`src/rtl/pipe_ctrl.sv`:
```
// Pipeline controller for the 5-stage LC-3b datapath: buffer load/flush
// sequencing, cache response tracking, load-use bubbles and event counters.
module pipe_ctrl #(
    parameter int CNT_WIDTH = 16
) (
    input  logic                 clk,
    input  logic                 reset_n,
    input  logic                 imem_resp,
    input  logic                 dmem_req,
    input  logic                 dmem_resp,
    input  logic [2:0]           id_src1,
    input  logic [2:0]           id_src2,
    input  logic                 id_uses_src2,
    input  logic [2:0]           ex_dest,
    input  logic                 ex_mem_read,
    input  logic                 mem_br_taken,
    input  logic                 cnt_clr,
    output logic                 imem_read,
    output logic                 dmem_issue,
    output logic                 load_pc,
    output logic                 load_if_id,
    output logic                 load_id_ex,
    output logic                 load_ex_mem,
    output logic                 load_mem_wb,
    output logic                 flush_if_id,
    output logic                 flush_id_ex,
    output logic                 flush_ex_mem,
    output logic [CNT_WIDTH-1:0] stall_count,
    output logic [CNT_WIDTH-1:0] flush_count
);

    typedef enum logic {RUN, WAIT} state_t;

    localparam logic [CNT_WIDTH-1:0] CNT_MAX = '1;

    state_t               state_reg;
    logic                 imem_done_reg;
    logic                 dmem_done_reg;
    logic [CNT_WIDTH-1:0] stall_cnt_reg;
    logic [CNT_WIDTH-1:0] flush_cnt_reg;

    logic imem_ok;
    logic dmem_ok;
    logic advance;
    logic load_use;
    logic stall_cyc;
    logic branch_cyc;
    logic bubble_cyc;
    logic stall_inc;

    assign imem_ok    = imem_resp | imem_done_reg;
    assign dmem_ok    = ~dmem_req | dmem_resp | dmem_done_reg;
    assign advance    = imem_ok & dmem_ok;
    assign load_use   = ex_mem_read &
                        ((ex_dest == id_src1) | (id_uses_src2 & (ex_dest == id_src2)));
    assign stall_cyc  = ~advance;
    assign branch_cyc = advance & mem_br_taken;
    // A taken branch squashes the ID instruction, so its hazard is moot.
    assign bubble_cyc = advance & ~mem_br_taken & load_use;
    assign stall_inc  = stall_cyc | bubble_cyc;

    assign stall_count = stall_cnt_reg;
    assign flush_count = flush_cnt_reg;

    always_comb begin
        imem_read    = 1'b0;
        dmem_issue   = 1'b0;
        load_pc      = 1'b0;
        load_if_id   = 1'b0;
        load_id_ex   = 1'b0;
        load_ex_mem  = 1'b0;
        load_mem_wb  = 1'b0;
        flush_if_id  = 1'b0;
        flush_id_ex  = 1'b0;
        flush_ex_mem = 1'b0;
        if (reset_n) begin
            imem_read  = ~imem_done_reg;
            dmem_issue = dmem_req & ~dmem_done_reg;
            if (branch_cyc) begin
                load_pc      = 1'b1;
                load_if_id   = 1'b1;
                load_id_ex   = 1'b1;
                load_ex_mem  = 1'b1;
                load_mem_wb  = 1'b1;
                flush_if_id  = 1'b1;
                flush_id_ex  = 1'b1;
                flush_ex_mem = 1'b1;
            end else if (bubble_cyc) begin
                load_id_ex   = 1'b1;
                flush_id_ex  = 1'b1;
                load_ex_mem  = 1'b1;
                load_mem_wb  = 1'b1;
            end else if (advance) begin
                load_pc      = 1'b1;
                load_if_id   = 1'b1;
                load_id_ex   = 1'b1;
                load_ex_mem  = 1'b1;
                load_mem_wb  = 1'b1;
            end
        end
    end

    always_ff @(posedge clk or negedge reset_n) begin
        if (!reset_n) begin
            state_reg     <= RUN;
            imem_done_reg <= 1'b0;
            dmem_done_reg <= 1'b0;
            stall_cnt_reg <= '0;
            flush_cnt_reg <= '0;
        end else begin
            case (state_reg)
                RUN:     if (!advance) state_reg <= WAIT;
                WAIT:    if (advance)  state_reg <= RUN;
                default: state_reg <= RUN;
            endcase

            if (bubble_cyc) begin
                // PC and IF/ID hold, so the fetched word is still valid next cycle.
                imem_done_reg <= 1'b1;
                dmem_done_reg <= 1'b0;
            end else if (advance) begin
                imem_done_reg <= 1'b0;
                dmem_done_reg <= 1'b0;
            end else begin
                imem_done_reg <= imem_done_reg | imem_resp;
                dmem_done_reg <= dmem_done_reg | (dmem_req & dmem_resp);
            end

            if (cnt_clr) begin
                stall_cnt_reg <= '0;
                flush_cnt_reg <= '0;
            end else begin
                if (stall_inc && stall_cnt_reg != CNT_MAX)
                    stall_cnt_reg <= stall_cnt_reg + 1'b1;
                if (branch_cyc && flush_cnt_reg != CNT_MAX)
                    flush_cnt_reg <= flush_cnt_reg + 1'b1;
            end
        end
    end

endmodule

```
`config.mk`:
```
export PLATFORM = sky130hd
export DESIGN_NAME = pipe_ctrl
export DESIGN_NICKNAME = d
export VERILOG_FILES = /design/src/rtl/pipe_ctrl.sv
export SDC_FILE = /design/constraint.sdc
export NUM_CORES = 1
export LEC_CHECK = 0
export ABC_CLOCK_PERIOD_IN_PS = 4090
export CAP_MARGIN = 20
export CORE_MARGIN = 3
export CORE_UTILIZATION = 51
export DETAILED_ROUTE_END_ITERATION = 7
export PLACE_DENSITY_LB_ADDON = 0.12
export SLEW_MARGIN = 20
export SYNTH_ARGS = -nofsm -noshare
export SYNTH_HDL_FRONTEND = slang
export SYNTH_SLANG_ARGS = --single-unit
```
`constraint.sdc`:
```
create_clock -name clk -period 4.09 [get_ports clk]
set_input_delay 0.818 -clock clk [delete_from_list [all_inputs] [get_ports clk]]
set_output_delay 0.818 -clock clk [all_outputs]
set_load 0.02 [all_outputs]
```
==> results.yml, run 1 <==
sta:
  fmax_mhz: 273.6
  clock_skew_ns: 0.008527
  slew_headroom_pct: 47.45
  fin_hold_ws_ns: 0.5364
  period_needed_ns: 3.655
  finalSetupTns_ns: 0
  rsz0062_at_grt: "false"
  finalMaxSlewViolations: 0
  worst_pin_slew_ns: 0.7853
  setup_viol: 0
  finalCritPeriodShare_pct: 89.36
  hold_viol_final: 0
  worst_slack_ns: 0.4354
floorplan:
  die_y_um: 69.01
  rows: 22
  io-pin-count: 60
  start_util_pct: 54.08
  die_area_um2: 4762
  die_w_um: 69.01
  fp.coreArea_um2: 3744
global_routing:
  busiest_layer: "met2"
  grt_first_pass_wirelength_um: 8901
  antenna_found_initial: 0
  grt.overflow.total: 0
  met2_usage_pct: 36.23
  grt_util_met1_pct: 30.83
  use_met3_pct: 5.831
  grt_usage_pct: 22.75
  grt_pass1_vias: 1889
  grt_max_degree: 25
logic_synthesis:
  ys_warn_count: 0
  synth_top_area_share_pct: 42.03
  seq_area_frac_synth_pct: 42.03
  yosys.area.top_type: "dfrtp_1"
  synth.avg_cell_area_um2: 9.329
  synth_cell_types: 48
  synthFlopType: "dfrtp_1"
  synth-seq-cells: 34
  synth_edf_count: 0
  synthTopCellsByArea: "dfrtp_1, xnor2_1, a21oi_1, nor2_1, o21ai_0"
  syn_inst: 217
  synthesis.nets: 237
  syn_area_um2: 2024
  synthArstFlopShare_pct: 100.0
finish:
  layout-drive-gt1-share_pct: 7.581
  synthToLayoutAreaGrowth_pct: 35.10
  multi_input_area_um2: 1091
  final_cell_mix: "clkdlybuf4s50_1, dfrtp_1, nor2_1"
  final.fill_count: 317
  n_antenna_cell: 0
  final_common_cell: "clkdlybuf4s50_1"
  regArea_um2: 850.8
  nNetsFinal: 297
power_and_ir_drop:
  leakagePower_uw: 0.001034
  peakVddDrop_v: 0.0001959
  total_power_uw: 694.5
  power_density_nw_per_um2: 253.9
setup_path:
  critPathArrivalTime_ns: 2.84
  crit-reg2reg-capture: "stall_count[0]$_DFFE_PN0P_"
  cp_slowest_cell: "clkdlybuf4s50_1"
  path_common_cell: "clkdlybuf4s50_1"
  worstReg2RegStart: "stall_count[0]$_DFFE_PN0P_"
  crit_family: "buffers and inverters"
  path_cells: "clkdlybuf4s50_1 -> xor2_1 -> nor4_2 -> o21ai_0 -> a21boi_0 -> clkdlybuf4s50_1"
  reg2reg_slack_ns: 1.70
  cp.required_ns: 3.27
  crit_buf_inv: 2
  slowest_delay_ns: 0.64
  end_kind: "output port"
  reg2regPathDepth: 6
  path_max_fanout: 3
  crit_type: "in -> out"
  start_kind: "primary input"
clocking:
  post-cts-setup-buffer-count: 0
  cts_buffer_depth: 2
  cts_buffers: 5
  cts_root_buf: "clkbuf_8"
  cts_tree: "yes"
  clkTransAtPathRegs_ns: 0.07
  cts.sinks: 34
  holdBufCountCts: 0
  htree_levels: 2
  clk_latency_ns: 0.29
  post_cts_resized: 0
routing:
  dr.pass1.iters: 4
  wl_um: 5095
  via_per_inst: 5.923
  routedWlPerCell_um: 15.68
  drc: 0
  num_vias: 1925
  drtIter0Drc: 85
  ant_nets: 0
worst_hold_path:
  hp-start: "imem_done_reg$_DFF_PN0_"
  min_path_type: "reg -> reg"
  holdPathStages: 1
  min_to: "dmem_done_reg$_DFF_PN0_"
status:
  status: "finished, final reports clean"
place:
  dpl.hpwl_um: 3843
  io_buffers: 59
  place_ws_ns: 0.4102
  place_congestion: 0.7933
job:
  drv_cap: 0
==> Yosys cell counts, types with 2 or more instances <==
master	instances
a211oi_1	4
ha_1	2
nand2_1	12
nand3_1	10
and4_1	4
clkbuf_1	6
nand3b_1	2
and3_1	4
nand4_1	5
xnor2_1	13
nor2b_1	2
dfrtp_1	34
inv_1	5
and2_1	2
nor4_1	3
nor2_1	20
a21oi_1	16
or4_1	6
buf_4	4
xor2_1	6
nor3_1	6
nor4_2	2
o21ai_0	13
o31ai_1	7
or3_1	6
==> layer usage <==
metal,up-vias,part of all wire (%)
met2,59,50
met5,-,0
li1,922,-
met3,8,4.1
met4,0,1.1
met1,936,45
==> worst max path at each step <==
stage,slack (ns),endpoint,depth (start not counted),startpoint
finish,0.44,flush_id_ex,6,ex_dest[2]
global route,0.24,flush_id_ex,6,mem_br_taken
CTS,0.41,flush_id_ex,6,ex_dest[2]
detailed placement,0.41,flush_id_ex,6,ex_dest[2]
global placement,0.49,flush_id_ex,6,ex_dest[2]
floorplan,1.26,load_pc,5,dmem_resp
==> final cells by class <==
class                   count  share of cell area, %
flip-flops and latches     34                  31.11
clock inverters             2                 0.3660
clock buffers               5                  2.516
multi-input cells         166                  39.89
well taps                  48                  2.196
repair buffers             65                  23.24
inverters                   5                 0.6862
==> cell families after synthesis <==
group,synth area share [%]
compound gates,15.58
xor+xnor,8.220
fa+ha+maj,1.236
buf+inv,4.326
flops,42.03
mux,1.051
simple gates,27.56
==> through the flow <==
stage	cells	instance area [µm²]	util (%)
6_report	325	2735	73.06
5_1_grt	325	2735	73.06
4_1_cts	325	2735	73.06
3_5_place_dp	318	2656	70.96
3_3_place_gp	318	2656	70.96
2_1_floorplan	217	2024	-
==> where the power goes <==
part / switching [µW] / internal [µW] / total (µW)
Clock: 120 / 114 / 234
Combinational: 58.8 / 53.8 / 113
Sequential: 6.16 / 341 / 348
(Power assumes the default switching activity.)
==> inputs of run 2 (changes only) <==
CTS_CLUSTER_DIAMETER = 120   (was not set)
==> results of run 2 <==
The final DEF is identical to that of run 1; final timing and power are the same.
==> edit 1: new RTL, config.mk and constraints of run 2 <==
Reset style: synchronous (`reset_n`), changed in one clocked block.
--- a/src/rtl/pipe_ctrl.sv
+++ b/src/rtl/pipe_ctrl.sv
@@ -102,3 +102,3 @@
 
-    always_ff @(posedge clk or negedge reset_n) begin
+    always_ff @(posedge clk) begin
         if (!reset_n) begin
Formal check against the unedited RTL: differs if reset_n is asserted again (counterexample within 4 cycles, from zero or initial values and one cycle with reset_n low); with reset_n held inactive, the same outputs for 10 cycles.
==> edit 1 against run 2 <==
  * Highest routed layer unchanged
  * Sequential power fell by 4%
  * Total power increased by 5.7%
  * Register-to-register slack better by 420 ps
  * Final area decreased by 2.0%
  * Routed wire length down 4.3%
  * Maximum frequency grew 2.6%
  * Largest power group unchanged
  * Sequential cell count stayed put
  * Non-clock buffer count fell by 4
  * Area after synthesis shrank 0.99%
  * Setup slack gained 94 ps
==> edit 1: results (changes against run 2) <==
- Sequential share of the synthesized area: 33.96% (-8.1 points)
- Drt wl/cell: 14.65 µm (-6.6%)
- Fin nets: 304 (+2.4%)
- CP Max Fanout: 5 (+2)
- DP HPWL: 3455 µm (-10%)
- Worst R2R End: flush_count[7]$_SDFFE_PP0P_
- P_leak: 0.0009618 µW (-7.0%)
- Clk pin slew, worst setup/hold paths: 70 ps (about the same)
- Dpl cells: 325 (+2.2%)
- Area post-placement: 0.002571 mm² (-3.2%)
- Largest net degree at the start of global routing: 22 (-12%)
- Crit path from: dmem_req
- Seq. pwr: 335 µW (-4%)
- Worst slew margin: 62.08% (+15 points)
- First-pass GRT wire length: 7769 µm (-13%)
- Slowest library cell on the worst path: clkdlybuf4s50_1
- Synth area leaders: dfxtp_1, xnor2_1, nand2_1
- Worst EP arrival: 2740 ps (-100 ps)
- Asr flop ratio synth: 0% (-100 points)
- Routability cong.: 0.8376 (+5.6%)
- Dpl ws: 552.6 ps (+142.4 ps)
- Routed vias: 1926 (+0.052%)
- Worst-case vdd ir drop: 0.2207 mV (+13%)
- Synth cell types: 49 (+2.1%)
- Clock Path Buffers: 2 (unchanged)
- Final setup margin: 529.6 ps (+94.23 ps)
- Status: completed
- Net Sw Frac: 24.25% (-2.4 points)
- Layout cells sized above 1: 8.421% (+0.84 points)
- Mapped Cells: 232 (+6.9%)
- Tot GR Track Use: 21.85% (-0.90 points)
- Vias in the first global route: 1693 (-10%)
- Internal power: 556.0 µW (+9.2%)
- Crit-path max cell delay: 540 ps (-100 ps)
- Reg2reg start: dmem_done_reg$_SDFF_PP0_
- Clk network pwr share: 41.8% (+8.1 points)
- Setup crit end: load_if_id
- Fin cells: 333 (+2.5%)
- Register Area: 680.7 µm² (-20%)
- Register-to-register path setup slack: 2120 ps (+420 ps)
- Commonest cells post-synth: dfxtp_1, nand2_1, nor2_1, xnor2_1
- Syn Nets: 252 (+6.3%)
- Final Skew: 7.976 ps (-0.5511 ps)
edit 1: changes by cell type after synthesis, sizes merged, moves of 7 or more:
cell   before  now
nand2      12   23
dfrtp      34    0
a31oi       0    8
dfxtp       0   34
nand4       5   12
o21ai      13    4
edit 1: kinds of logic (layout without fill, tap and decap cells):
logic type,count (synthesis),after routing,share of synthesized area (%)
flops,34,34,33.96
xor+xnor,17,17,7.428
fa+ha+maj,2,2,1.248
simple gates,111,111,32.58
compound gates,46,46,17.79
mux,3,3,1.498
buf+inv,19,72,5.493
edit 1: worst max-delay path, delay by kind of cell:
kind	cells	cell delay [ps]
buf+inv	2	1030
simple gates	4	890
edit 1: area by class of cell:
type                            count  area share [%]
Clock inverter                      3           1.494
Multi-Input combinational cell    179           45.28
Timing Repair Buffer               61           22.60
Inverter                            3          0.4202
Tap cell                           48           2.241
Clock buffer                        5           2.568
Sequential cell                    34           25.40
edit 1: worst min-delay path by stage:
stage	startpoint	to	slack (ps)	cells past startpoint
floorplan	dmem_done_reg$_SDFF_PP0_	dmem_done_reg$_SDFF_PP0_	500	2
global placement	stall_count[1]$_SDFFE_PP0P_	stall_count[1]$_SDFFE_PP0P_	480	2
detailed placement	stall_count[1]$_SDFFE_PP0P_	stall_count[1]$_SDFFE_PP0P_	490	2
CTS	stall_count[1]$_SDFFE_PP0P_	stall_count[1]$_SDFFE_PP0P_	500	2
global route	stall_count[4]$_SDFFE_PP0P_	stall_count[4]$_SDFFE_PP0P_	530	2
finish	stall_count[1]$_SDFFE_PP0P_	stall_count[1]$_SDFFE_PP0P_	510	2
edit 1: per-layer routing:
layer  GRT usage (%)  share of wire (%)  up-vias
met4           7.056               0.78        0
li1                -                  -      967
met2           36.35                 49       65
met3           6.645                5.5        4
met5               0                  0        -
met1           26.82                 45      890
==> edit 2: new RTL, config.mk and constraints of run 2 <==
Without the edit above. `CNT_WIDTH`: 16 -> 14.
--- a/src/rtl/pipe_ctrl.sv
+++ b/src/rtl/pipe_ctrl.sv
@@ -3,3 +3,3 @@
 module pipe_ctrl #(
-    parameter int CNT_WIDTH = 16
+    parameter int CNT_WIDTH = 14
 ) (
Ports: changed (resized flush_count and stall_count); port bits go from 60 to 56. No check against the original RTL was run, so the function may have changed too.
==> edit 2 against run 2 <==
  * Critical path depth did not move
  * Setup slack worse by 160 ps
  * Area after synthesis is 12% lower
  * First-iteration DRC count is 71% higher
  * Final area is 12% lower
  * Total power fell by 12%
  * Routed wire length is 15% lower
  * Die area fell by 11%
  * Non-clock buffer count is 7 lower
  * Sequential cell count is 4 lower
  * Critical endpoint unchanged
==> edit 2: results (changes against run 2) <==
- Layout cells sized above 1: 6.452% (-1.1 points)
- Worst EP arrival: 3000 ps (+160 ps)
- # H-tree levels: 2 (unchanged)
- Sequential share of the synthesized area: 42.31% (+0.29 points)
- DP HPWL: 3246 µm (-16%)
- Status: completed
- Adder-cell area share of the yosys netlist: 1.410% (+0.17 points)
- Syn Nets: 212 (-11%)
- Fill count: 229 (-28%)
- XOR/XNOR Fraction of Synth Area: 9.873% (+1.7 points)
- Final Skew: 6.395 ps (-2.132 ps)
- Routability cong.: 0.7603 (-4.2%)
- Synth cell types: 43 (-10%)
- Post-CTS Setup Bufs: 0 (unchanged)
- P_leak: 0.0009363 µW (-9.5%)
- Crit-path max cell delay: 640 ps (about the same)
- CTS Root Buffer Type: clkbuf_4
- First DRT Iteration DRCs: 145 (+71%)
- Largest net degree at the start of global routing: 30 (+20%)
- Tot GR Track Use: 22.64% (-0.12 points)
- Worst slew margin: 48.37% (+0.92 points)
- Commonest cells post-synth: dfrtp_1, nor2_1, a21oi_1, nand2_1
- First-pass GRT wire length: 7569 µm (-15%)
- Clock Path Buffers: 2 (unchanged)
- Synth area leaders: dfrtp_1, xnor2_1, xor2_1
- Fin nets: 267 (-10%)
- Dpl ws: 398.5 ps (-11.70 ps)
- Clk_lat worst skew: 330 ps (+40 ps)
- Vias per cell: 5.781 (-2.4%)
- Vias in the first global route: 1711 (-9.4%)
- IO buf count: 55 (-6.8%)
- Routed Wire Length: 4345 µm (-15%)
- Post-synthesis compound-gate area fraction: 10.01% (-5.6 points)
- Asr flop ratio synth: 100.0% (unchanged)
- Final setup margin: 270.5 ps (-164.9 ps)
- Post-synthesis mux area share: 0.6347% (-0.42 points)
- Worst-case vdd ir drop: 0.1854 mV (-5.4%)
- Clk pin slew, worst setup/hold paths: 90 ps (+20 ps)
==> edit 2: kinds of logic (layout without fill, tap and decap cells) <==
kind of cell / after synthesis / after routing
mux: 1 / 1
buf+inv: 12 / 68
flops: 30 / 30
fa+ha+maj: 2 / 2
simple gates: 97 / 97
compound gates: 30 / 30
xor+xnor: 20 / 20
==> edit 2: path summary, 6_finish.rpt <==
kind                                            start                         end  slack (ps)  cells past startpoint
min                           imem_done_reg$_DFF_PN0_     dmem_done_reg$_DFF_PN0_         520                      1
min reg2reg                   imem_done_reg$_DFF_PN0_     dmem_done_reg$_DFF_PN0_         520                      1
max                                        ex_dest[2]                 flush_id_ex         270                      6
max in group asynchronous                     reset_n  stall_count[9]$_DFFE_PN0P_        2710                      2
max reg2reg                stall_count[0]$_DFFE_PN0P_  stall_count[5]$_DFFE_PN0P_        2030                      6
min in group asynchronous                     reset_n     dmem_done_reg$_DFF_PN0_         720                      1
==> edit 2: where the power goes <==
| group | switching, µW | internal [µW] |
|---|---|---|
| combinational | 58.8 | 52.0 |
| clock | 104 | 83.2 |
| sequential | 7.80 | 302 |
| total | 170 | 438 |
==> edit 2: layout make-up <==
type	instances	area (µm²)	area share, %
Tap cell	44	55.05	2.286
Clock inverter	1	5.005	0.2078
Inverter	2	7.507	0.3117
Multi-Input combinational cell	150	962.2	39.95
Sequential cell	30	750.7	31.17
Clock buffer	7	55.05	2.286
Timing Repair Buffer	58	573.1	23.79
==> edit 2: metal layers <==
metal	global-route usage, %	wire length, µm	vias up	share of wire (%)
li1	-	-	807	-
met1	26.71	1760	821	41
met2	40.36	2273	53	52
met3	5.546	260	7	6.0
met4	6.596	51	0	1.2
met5	0	0	-	0
==> edit 2: through the flow <==
step | area [µm²] | utilization (%) | cells | hold WS [ps]
global placement | 2340 | 73.62 | 284 | 491.6
global route | 2409 | 75.79 | 292 | 547.5
CTS | 2400 | 75.51 | 292 | 509.3
detailed placement | 2340 | 73.62 | 284 | 492.5
finish | 2409 | 75.79 | 292 | 515.8
floorplan | 1774 | - | 192 | 453.4
==> edit 2: critical path, delay by kind of cell <==
family                    cells  cell delay [ps]
buffers and inverters         2             1100
xor gates and xnor gates      1              200
AOI/OAI and AO/OA             2              440
and+or+nand+nor               1              450
